===== config.mk =====
export PLATFORM = sky130hd
export DESIGN_NAME = exec_trace_buffer
export DESIGN_NICKNAME = d
export VERILOG_FILES = /design/src/rtl/trace_pkg.sv /design/src/rtl/trace_ram.sv /design/src/rtl/exec_trace_buffer.sv
export SDC_FILE = /design/constraint.sdc
export NUM_CORES = 1
export LEC_CHECK = 0
export CAP_MARGIN = 20
export CELL_PAD_IN_SITES_DETAIL_PLACEMENT = 0
export CELL_PAD_IN_SITES_GLOBAL_PLACEMENT = 1
export CORE_ASPECT_RATIO = 1.1
export CORE_MARGIN = 2
export CORE_UTILIZATION = 50
export CTS_CLUSTER_SIZE = 12
export DETAILED_ROUTE_END_ITERATION = 8
export PLACE_DENSITY_LB_ADDON = 0.2
export SYNTH_ARGS = -nofsm -noshare
export SYNTH_HDL_FRONTEND = slang
export SYNTH_HIERARCHICAL = 1
export SYNTH_SLANG_ARGS = --single-unit
export TNS_END_PERCENT = 30

===== constraint.sdc =====
create_clock -name clk -period 24.4 [get_ports clk]
set_clock_uncertainty 0.05 [all_clocks]
set_input_delay 4.88 -clock clk [delete_from_list [all_inputs] [get_ports clk]]
set_output_delay 4.88 -clock clk [all_outputs]
set_load 0.02 [all_outputs]

===== src/rtl/trace_pkg.sv =====
// Shared definitions for the execution trace buffer.
// Holds FSM encodings and the packing layout of one trace entry.
package trace_pkg;

    typedef enum logic [1:0] {
        ST_IDLE      = 2'd0,
        ST_WAIT_TRIG = 2'd1,
        ST_CAPTURE   = 2'd2
    } state_t;

    // Entry layout, LSB first: rd, we, data, instr, pc.
    function automatic int entry_w(int dw, int rw);
        return 3 * dw + rw + 1;
    endfunction

    function automatic int off_rd(int dw, int rw);
        return 0;
    endfunction

    function automatic int off_we(int dw, int rw);
        return rw;
    endfunction

    function automatic int off_data(int dw, int rw);
        return rw + 1;
    endfunction

    function automatic int off_instr(int dw, int rw);
        return rw + 1 + dw;
    endfunction

    function automatic int off_pc(int dw, int rw);
        return rw + 1 + 2 * dw;
    endfunction

endpackage


===== src/rtl/trace_ram.sv =====
// Trace entry storage: one synchronous write port, one asynchronous read.
// Ports: clk, i_we/i_waddr/i_wdata write port, i_raddr/o_rdata read port.
module trace_ram #(
    parameter int DEPTH = 8,
    parameter int W     = 102,
    parameter int AW    = $clog2(DEPTH)
) (
    input  logic          clk,
    input  logic          i_we,
    input  logic [AW-1:0] i_waddr,
    input  logic [W-1:0]  i_wdata,
    input  logic [AW-1:0] i_raddr,
    output logic [W-1:0]  o_rdata
);

    logic [W-1:0] r_mem [DEPTH];

    always_ff @(posedge clk) begin
        if (i_we) begin
            r_mem[i_waddr] <= i_wdata;
        end
    end

    assign o_rdata = r_mem[i_raddr];

endmodule


===== src/rtl/exec_trace_buffer.sv =====
// Commit-trace capture with arm/trigger/stop control and stream readout.
// Ports: commit_* event in, arm/trig/stop/wrap/clear control, out_* stream, status.
module exec_trace_buffer
    import trace_pkg::*;
#(
    parameter int DATA_W = 32,
    parameter int REG_W  = 5,
    parameter int DEPTH  = 8,
    parameter int DROP_W = 16,
    parameter int AW     = $clog2(DEPTH),
    parameter int CW     = AW + 1
) (
    input  logic              clk,
    input  logic              reset,
    input  logic              commit_valid,
    input  logic [DATA_W-1:0] commit_pc,
    input  logic [DATA_W-1:0] commit_instr,
    input  logic              commit_we,
    input  logic [REG_W-1:0]  commit_rd,
    input  logic [DATA_W-1:0] commit_data,
    input  logic              arm,
    input  logic              trig_en,
    input  logic [DATA_W-1:0] trig_pc,
    input  logic              stop,
    input  logic              wrap_mode,
    input  logic              clear,
    output logic              out_valid,
    input  logic              out_ready,
    output logic [DATA_W-1:0] out_pc,
    output logic [DATA_W-1:0] out_instr,
    output logic [DATA_W-1:0] out_data,
    output logic              out_we,
    output logic [REG_W-1:0]  out_rd,
    output logic [CW-1:0]     count,
    output logic              full,
    output logic              empty,
    output logic [DROP_W-1:0] drop_cnt,
    output logic [1:0]        state
);

    localparam int EW = entry_w(DATA_W, REG_W);

    state_t             r_state;
    state_t             w_next;
    logic [AW-1:0]      r_wptr;
    logic [AW-1:0]      r_rptr;
    logic [CW-1:0]      r_count;
    logic [DROP_W-1:0]  r_drop;

    logic               w_match;
    logic               w_push;
    logic               w_pop;
    logic               w_full;
    logic               w_empty;
    logic               w_write;
    logic               w_overwrite;
    logic               w_drop;
    logic               w_inc;
    logic [EW-1:0]      w_wdata;
    logic [EW-1:0]      w_rdata;

    assign w_match = commit_valid && (commit_pc == trig_pc);
    assign w_full  = (r_count == CW'(DEPTH));
    assign w_empty = (r_count == '0);

    // Stop wins over a same-cycle commit; clear discards everything.
    assign w_push = !clear && !stop &&
                    (((r_state == ST_CAPTURE) && commit_valid) ||
                     ((r_state == ST_WAIT_TRIG) && w_match));
    assign w_pop  = !clear && !w_empty && out_ready;

    // When full, a push lands only if a pop frees a slot or we overwrite.
    assign w_write     = w_push && (!w_full || w_pop || wrap_mode);
    assign w_overwrite = w_push && w_full && !w_pop && wrap_mode;
    assign w_drop      = w_push && w_full && !w_pop;
    assign w_inc       = w_write && !w_overwrite;

    assign w_wdata = {commit_pc, commit_instr, commit_data,
                      commit_we, commit_rd};

    trace_ram #(
        .DEPTH (DEPTH),
        .W     (EW)
    ) u_ram (
        .clk     (clk),
        .i_we    (w_write && reset),
        .i_waddr (r_wptr),
        .i_wdata (w_wdata),
        .i_raddr (r_rptr),
        .o_rdata (w_rdata)
    );

    always_ff @(posedge clk) begin
        if (!reset) begin
            r_state <= ST_IDLE;
        end else begin
            r_state <= w_next;
        end
    end

    always_comb begin
        w_next = r_state;
        if (!clear) begin
            case (r_state)
                ST_IDLE: begin
                    if (arm) begin
                        w_next = trig_en ? ST_WAIT_TRIG : ST_CAPTURE;
                    end
                end
                ST_WAIT_TRIG: begin
                    if (stop) begin
                        w_next = ST_IDLE;
                    end else if (w_match) begin
                        w_next = ST_CAPTURE;
                    end
                end
                ST_CAPTURE: begin
                    if (stop) begin
                        w_next = ST_IDLE;
                    end
                end
                default: w_next = ST_IDLE;
            endcase
        end
    end

    always_ff @(posedge clk) begin
        if (!reset || clear) begin
            r_wptr  <= '0;
            r_rptr  <= '0;
            r_count <= '0;
            r_drop  <= '0;
        end else begin
            if (w_write) begin
                r_wptr <= r_wptr + AW'(1);
            end
            if (w_pop || w_overwrite) begin
                r_rptr <= r_rptr + AW'(1);
            end
            if (w_inc && !w_pop) begin
                r_count <= r_count + CW'(1);
            end else if (!w_inc && w_pop) begin
                r_count <= r_count - CW'(1);
            end
            if (w_drop && (r_drop != '1)) begin
                r_drop <= r_drop + DROP_W'(1);
            end
        end
    end

    assign out_pc    = w_rdata[off_pc(DATA_W, REG_W) +: DATA_W];
    assign out_instr = w_rdata[off_instr(DATA_W, REG_W) +: DATA_W];
    assign out_data  = w_rdata[off_data(DATA_W, REG_W) +: DATA_W];
    assign out_we    = w_rdata[off_we(DATA_W, REG_W)];
    assign out_rd    = w_rdata[off_rd(DATA_W, REG_W) +: REG_W];

    assign out_valid = !w_empty;
    assign empty     = w_empty;
    assign full      = w_full;
    assign count     = r_count;
    assign drop_cnt  = r_drop;
    assign state     = r_state;

endmodule

* Word-level counts from Yosys, hierarchy flattened *
Memories as Yosys holds them, arrays and structs flattened. A register that Yosys moved wholly into a read port is not among the register bits.
Cells that the tools add are included.

cells by class
  reductions and logical operators = 33
  bitwise logic cells = 1
  $add $sub $neg = 5
  muxes and demuxes = 12
  equality and inequality tests = 8

operator list
  cell                                               number
  == test 32 bit                                     1
  adder 16 x 1 -> 16 bit (second input constant)     1
  logical AND 1 bit                                  16
  inequality test 16 bit (second input constant)     1
  two-way mux 2 bit                                  5
  zero test 1 bit                                    8
  two-way mux 4 bit                                  2
  adder 3 x 1 -> 3 bit (second input constant)       2
  two-way mux 3 bit                                  2
  case mux 2 bit (3 select lines)                    1
  logical OR 1 bit                                   5
  adder 4 x 1 -> 4 bit (second input constant)       1
  == test 4 bit (second input constant)              1
  zero test 4 bit                                    1
  inequality test 2 bit (second input constant)      2
  AND reduction 4 bit                                1
  subtractor 4 x 1 -> 4 bit (second input constant)  1
  inequality test 3 bit (second input constant)      1
  == test 2 x 1 -> 1 bit (second input constant)     1
  == test 2 bit (second input constant)              1
  zero test 2 bit                                    1
  two-way mux 1 bit                                  2
  nonzero test 2 bit                                 1
  NOT 1 bit                                          1

word-level totals
  output and inout port bits = 127
  bits of input ports = 143
  bits in writable memories = 816
  memories = 1
  word-level logic and storage cells = 65
  bits in registers = 28

memory list
  name         depth  width  rd ports  clocked after Yosys merged registers in  wr ports  RTL line         source
  u_ram.r_mem  8      102    1         1                                        1         trace_ram.sv:16  logic [W-1:0] r_mem [DEPTH];

* Longest topological paths before layout *
Gate-level depths: netlist (run 1).

  depth after elaboration = 14
  mapped depth = 15
  gate-level depth less buffers = 14

* By module *
Netlist (run 1), hierarchy kept.

modules (own cells, without submodules)
  module             area each (um2)  cells an instance  seq. area each (um2)  instances
  trace_ram          30729.5          1192               24503.5               1
  exec_trace_buffer  1980.6           243                560.5                 1

* Worst setup path after synthesis (run 1) *
No wires, ideal clock.

  kind = input to register
  start point = in trig_pc[2]
  end point = mem u_ram.r_mem[0][0] (enable)
  arrival time = 13.256 ns
  library setup time = 0.688 ns
  setup slack = 10.406 ns
  stages = 9
  path buffers = 1
  data required time = 23.662 ns
  cells stage by stage = xnor2_1 -> o221ai_1 -> or3_1 -> nor3_1 -> a31o_2 -> buf_2 -> and3_1 -> nand2b_1 -> nor3_1

on the way
  cells in the longest elaborated chain, start to end = 9

ends and longest elaborated chain
  element                                  RTL line                 source
  from (decl)                              exec_trace_buffer.sv:23  input logic [DATA_W-1:0] trig_pc,
  == test 32 bit                           exec_trace_buffer.sv:62  assign w_match = commit_valid && (commit_pc == trig_pc);
  logical AND 1 bit                        exec_trace_buffer.sv:62
  logical AND 1 bit                        exec_trace_buffer.sv:69  ((r_state == ST_WAIT_TRIG) && w_match));
  logical OR 1 bit                         exec_trace_buffer.sv:68  (((r_state == ST_CAPTURE) && commit_valid) ||
  logical AND 1 bit                        exec_trace_buffer.sv:67  assign w_push = !clear && !stop &&
  logical AND 1 bit                        exec_trace_buffer.sv:73  assign w_write = w_push && (!w_full || w_pop || wrap_mode);
  logical AND 1 bit                        exec_trace_buffer.sv:86  .i_we (w_write && reset),
  two-way mux 1 bit                        trace_ram.sv:19          if (i_we) begin
  two-way mux 1 bit (not written as such)  trace_ram.sv:20          r_mem[i_waddr] <= i_wdata;
  to (decl)                                trace_ram.sv:16

Every way passes these cells.

* Final worst setup path (run 1) *
  start point = in commit_pc[7]
  end point = mem u_ram.r_mem[2][25] (enable)

on the way
  cells in the longest elaborated chain, start to end = 9

ends and longest elaborated chain
  element                                  RTL line                 source
  from (decl)                              exec_trace_buffer.sv:16  input logic [DATA_W-1:0] commit_pc,
  == test 32 bit                           exec_trace_buffer.sv:62
  logical AND 1 bit                        exec_trace_buffer.sv:62
  logical AND 1 bit                        exec_trace_buffer.sv:69
  logical OR 1 bit                         exec_trace_buffer.sv:68
  logical AND 1 bit                        exec_trace_buffer.sv:67
  logical AND 1 bit                        exec_trace_buffer.sv:73
  logical AND 1 bit                        exec_trace_buffer.sv:86
  two-way mux 1 bit                        trace_ram.sv:19
  two-way mux 1 bit (not written as such)  trace_ram.sv:20

Every way passes these cells.

==> results of run 1 <==
[per-layer routing]
metal | track usage (%) | vias up | routed length [um] | part of all wire [%]
li1 | - | 6651 | - | -
met4 | 6.11 | 8 | 1280 | 1.9
met1 | 28.3 | 8067 | 28600 | 42
met5 | 0 | - | 55 | 0.081
met2 | 33.8 | 428 | 34400 | 50
met3 | 4.00 | 83 | 3950 | 5.8
[worst max path at each step]
stage,start,endpoint,slack [ns],cells past startpoint
finish,commit_pc[7],u_ram/r_mem[2][25],14.96,11
global route,r_rptr[0],out_data[2],14.61,5
CTS,r_rptr[0],out_data[2],14.81,5
detailed placement,commit_pc[7],u_ram/r_mem[2][24],14.24,11
global placement,commit_pc[7],u_ram/r_mem[2][22],14.34,11
floorplan,trig_pc[2],u_ram/r_mem[0][0],10.41,9
[layout make-up]
class                           count  area [sq um]  area share [%]
Multi-Input combinational cell    511          7200            18.6
Clock buffer                      109          2240            5.78
Clock inverter                     25           179           0.462
Tap cell                          850          1060            2.75
Sequential cell                   844         25100            64.8
Inverter                           13          48.8           0.126
Timing Repair Buffer              293          2900            7.49
Antenna cell                        2          5.00          0.0129
[cells by family (layout without fill, tap and decap cells)]
| logic type | after synthesis | count (layout) | share of synthesized area (%) |
|---|---|---|---|
| AOI/OAI and AO/OA | 43 | 43 | 0.937 |
| xor gates and xnor gates | 31 | 31 | 0.830 |
| adders and majority gates | 7 | 7 | 0.291 |
| buffers and inverters | 80 | 440 | 1.52 |
| DFF | 844 | 844 | 76.6 |
| muxes | 317 | 317 | 18.0 |
| other | 0 | 2 | 0 |
| and+or+nand+nor | 113 | 113 | 1.79 |
[flip-flops by register name, summed over array words and instances, names as in the netlist]
| name | cells |
|---|---|
| count | 4 |
| state | 2 |
| u_ram/r_mem | 816 |
| r_wptr | 3 |
| drop_cnt | 16 |
| r_rptr | 3 |
[stage by stage]
step	worst slack, ns	instances	hold WS (ns)
floorplan	10.41	1435	0.404
detailed placement	14.24	2511	0.436
global placement	14.34	2511	0.425
global route	14.61	2646	0.478
finish	14.96	2647	0.445
CTS	14.81	2645	0.445
[worst register-to-register path: stages, from the launching register on]
cell and delay, ns:
dfxtp_1 0.43, or3b_1 0.39, nor2_1 0.21, a31o_2 0.33, and3_1 0.21, nand2b_1 0.21, nor2_4 0.15, buf_4 0.74
buf_4 0.87
[cell usage in the layout, fill, tap and decap left out, types with 10 or more instances in the layout]
cell type and n:
xor2_1 21, nand2b_1 14, dfxtp_1 25, xnor2_1 10
clkbuf_16 86, nand4_1 10, clkinv_1 13, nor2_1 18
a21oi_1 10, mux2_2 92, mux2i_1 11, clkbuf_1 23
clkdlybuf4s50_1 269, nand2_1 25, buf_4 22, inv_1 13
mux4_2 204, mux2_4 10, edfxtp_1 816
[power by group through the flow]
stage,Combinational [mW],Sequential [mW],Clock [mW]
2_1_floorplan,0.0161,1.62,0
3_3_place_gp,0.0642,1.62,0
3_5_place_dp,0.0662,1.62,0
4_1_cts,0.0666,1.59,1.18
5_1_grt,0.0713,1.59,1.24
6_report,0.0656,1.59,1.16
==> metrics.txt, run 1 <==
status=finished clean; clk sinks=approximately 840; hold path endpoint=r_wptr[2]; min cycle time layout=~9.4 ns; synthesis-stage register bit count=about 840; Setup TNS=0 ns; register clock-pin slew on the reported worst setup and hold paths=around 0.06 ns; cts bufs inserted=85; CORE AREA=around 65000 sq um; first-pass GRT wire length=between 100000 and 150000 um; Hold Violations, Final=0; FP Rows=98; CP delay by family, top=buffers and inverters; Root Driver=clkbuf_16; most common cell in the netlist=edfxtp_1; Detailed Place HPWL=38700 um; clock latency on the worst-skew pair=0.63 ns; grt ovf=0; CP max stage delay=about 0.82 ns; EDFF count, synth=approximately 820; number of post-CTS setup repair buffers=0; final wirelength=between 60000 and 70000 um; DRT iter0 DRCs=around 1200; Max clock buf depth=3; top area cells in the synthesized netlist=edfxtp_1, mux4_2, mux2_2; Fillers=~4600; R2R Path End=u_ram/r_mem[2][25]; Yosys cell types=around 50; pwr/cell area=~73 nW/um^2; Worst slew margin=just over 30%; Main synth FF type=edfxtp_1; Die Span Y=272 um; Ports=270; final setup violation count=0; vias=roughly 15000; Slowest cell on crit path=buf_4; Slew @ Worst Pin=1.04 ns; Reg2Reg Setup Slack=approximately 20 ns; asr flop ratio synth=0%; Mapped Nets=~1600; Total Power=~2.8 mW; post-route ant nets=0; critical path class=in -> reg; RSZ-0062 raised after global routing=no; CP Cell Sequence=clkdlybuf4s50_1 -> xor2_1 -> nor3_1 -> nand3_1 -> nor3_1 -> a31o_2 -> and3_1 -> nand2b_1 -> nor2_4 -> buf_4 -> buf_4; worst vdd ir=0.0477 mV; area grow syn2layout=18.3%; Slew Limit Fails=0; CP Launch Type=primary input; leak pwr=between 10 and 15 nW; Via density=between 5 and 6; crit-path max FO=54; layout cells sized above 1=about a quarter; CTS tree=built; die area=around 67000 sq um; Comb pwr share=2.3%; Hold Crit Class=reg -> reg; port bufs=269; Post-synth top cells=edfxtp_1, mux4_2, mux2_2, dfxtp_1, nand2_1; Switch Pwr=about 0.55 mW; H-tree Lvls=3; final clock period utilization by the worst path=38.7%; syn avg cell area=22.8 sq um; Post-route DRC=0; leading area contributor after synthesis=edfxtp_1; dpl cell area=36300 sq um; post-synthesis cell count=~1400; Internal Power=2.27 mW; CP Capture Type=register; FF-to-FF path depth=8; max cap viols=0; fin nets=around 1900; clock power share=roughly two fifths; hold depth=2; Hold Crit Start=r_wptr[2]; GPL Wtd Cong=0.764; launch point of the worst reg-to-reg path=state[0]; die width=between 200 and 250 um; fin util=between 50% and 60%; sequential share of power=56.6%; CP Buf/Inv Count=3; initial antenna violation count=5; switch share=between 15 and 20%; achievable clock frequency=about 110 MHz; cell area after synthesis=between 30000 and 40000 sq um; register area share after synthesis=between 70% and 80%; CP required=~25 ns; design area=approximately 39000 sq um; router iterations before antenna repair=5; largest net degree at the start of global routing=approximately 150; GRT Overall Usage=between 20 and 25%; critical path arrival=approximately 9.6 ns; Avg WL per Cell=25.8 um; # hold bufs at CTS=0; vias in the first global route=around 16000; post-CTS sizing=0; post-synth top area share=74.9%; starting density of the core=about 50%; YS warnings=6
Power figures use the tool's default switching activity.
==> inputs of run 2 (changes only) <==
CORE_UTILIZATION = 46   (was 50)
clock period = 8.2 ns   (was 24.4 ns; I/O delays follow)
==> run 2 against run 1 <==
Clock power grew to 3.0 times the previous value. Via count shrank 0.16%. First-iteration DRC count is 11% lower.
==> metrics.txt, run 2 (synthesis results as in run 1) <==
Slew Limit Fails=0 (unchanged); critical path class=in -> reg; Hold Violations, Final=0 (unchanged); final setup violation count=0 (unchanged); final wirelength=69900 um (+2.4%); area grow syn2layout=19.0%; Most flops, register=u_ram/r_mem; Avg WL per Cell=25.5 um (-0.97%); fin nets=1899 (+0.053%); CP Capture Type=register; FF-to-FF path depth=7 (-1); Slew @ Worst Pin=1.10 ns (+0.0570 ns); die width=258 um (+4.2%); Fillers=5322 (+16%); H-tree Lvls=3 (unchanged); CP max stage delay=0.71 ns (-0.11 ns); worst vdd ir=0.145 mV (+200%); port bufs=269 (unchanged); Die Span Y=284 um (+4.2%); commonest cells after routing, fill and taps aside=edfxtp_1, clkdlybuf4s50_1, mux4_2; CP Cell Sequence=clkdlybuf4s50_1 -> xor2_1 -> nor3_1 -> nand3_1 -> nor3_1 -> a31o_2 -> and3_1 -> nand2_1 -> nor2_4 -> buf_12; CORE AREA=70400 sq um (+8.6%); min cycle time layout=5.57 ns; final clock period utilization by the worst path=67.9%; number of post-CTS setup repair buffers=0 (unchanged); Post-route DRC=0 (unchanged); router iterations before antenna repair=7 (+2); FP Rows=102 (+4.1%); Worst Setup EP=u_ram/r_mem[5][11]; fin util=55.3% (-4.4 points); Final Non-Filler Cells=2736 (+3.4%); Worst slew margin=26.6% (-3.8 points); DRT iter0 DRCs=1022 (-11%); register clock-pin slew on the reported worst setup and hold paths=0.06 ns (about the same); first-pass GRT wire length=104000 um (+1.8%); largest net degree at the start of global routing=115 (-25%); max cap viols=0 (unchanged); Reg2Reg Setup Slack=4.74 ns (-15.66 ns); Detailed Place HPWL=39700 um (+2.7%); Root Driver=clkbuf_16; commonest non-fill, non-tap cell in the layout=edfxtp_1; launch point of the worst reg-to-reg path=state[0]; Via density=5.56 (-3.4%); layout cells sized above 1=24.7% (+0.056 points); Top cell by count, worst path=nor3_1; vias in the first global route=16000 (-1.6%); starting density of the core=46.4% (-4.0 points); Slowest cell on crit path=clkdlybuf4s50_1; worst setup path start=commit_pc[9]; vias=15200 (-0.16%); RSZ-0062 raised after global routing=no; GRT Overall Usage=19.2% (-1.4 points); CTS tree=built; Hold Crit Class=reg -> reg; grt ovf=0 (unchanged); number of flip-flops in the largest register=816 (unchanged); pwr/cell area=215 nW/um^2 (+200%); cts bufs inserted=84 (-1.2%); Worst path depth=10 (-1); # hold bufs at CTS=0 (unchanged); die area=73300 sq um (+8.6%); post-CTS sizing=0 (unchanged); CP required=8.42 ns (-16.17 ns); CP Buf/Inv Count=2 (-1); crit-path max FO=53 (-1.9%); clock latency on the worst-skew pair=0.61 ns (-0.02 ns); status=finished clean; R2R Path End=u_ram/r_mem[5][11]; critical path arrival=5.79 ns (-3.84 ns); clk sinks=844 (unchanged); GPL Wtd Cong=0.747 (-2.2%); CP delay by family, top=simple AND/OR/NAND/NOR gates; Ports=270 (unchanged); hold depth=2 (unchanged); CP Launch Type=primary input; post-route ant nets=0 (unchanged); initial antenna violation count=14 (+9); achievable clock frequency=180 MHz; Max clock buf depth=3 (unchanged); Placed Cells incl. Taps=2599 (+3.5%); leak pwr=12.0 nW (+0.18%)
[run 2: worst min path at each step]
stage,start,endpoint
after floorplan,r_wptr[2],r_wptr[2]
after global placement,r_wptr[2],r_wptr[2]
after detailed placement,r_wptr[2],r_wptr[2]
after CTS,r_wptr[2],r_wptr[2]
after global routing,r_wptr[2],r_wptr[2]
final,r_wptr[2],r_wptr[2]
[run 2: final cells by class]
type / instances / area [sq um] / area share, %
sequential: 844 / 25100 / 64.4
timing repair buffer: 295 / 2990 / 7.67
antenna: 5 / 12.5 / 0.0321
tap: 936 / 1170 / 3.01
inverter: 13 / 48.8 / 0.125
multi-input combinational: 511 / 7210 / 18.5
clock buffer: 114 / 2290 / 5.88
clock inverter: 18 / 135 / 0.347
[run 2: stage by stage]
stage	TNS, ns	setup WS [ns]	instance area, sq um	hold slack, ns	total power [mW]
after floorplan	-259.91	-2.55	32700	0.404	4.87
after detailed placement	0	1.81	36500	0.435	5.02
after global placement	0	1.86	36500	0.426	5.02
after CTS	0	2.48	38900	0.445	8.48
after global routing	0	2.33	38900	0.474	8.66
final	0	2.63	38900	0.439	8.38
[run 2: worst register-to-register path: cells and delay by family, from the launching register on]
kind / cells / cell delay [ns]
and+or+nand+nor: 5 / 1.74
buffers and inverters: 1 / 0.44
AOI/OAI and AO/OA: 1 / 0.38
DFF: 1 / 0.45
[run 2: layer usage]
| metal | global-route usage (%) | wire, um | vias to the layer above |
|---|---|---|---|
| met4 | 4.42 | 1000 | 20 |
| met5 | 0 | 138 | - |
| met3 | 4.65 | 4200 | 89 |
| met2 | 31.2 | 34600 | 373 |
| met1 | 26.4 | 30000 | 8080 |
| li1 | - | - | 6650 |
[run 2: power breakdown]
part	switching, mW	internal (mW)	total (mW)
Sequential	0.00322	4.73	4.73
Clock	1.48	1.97	3.45
Combinational	0.105	0.0933	0.199
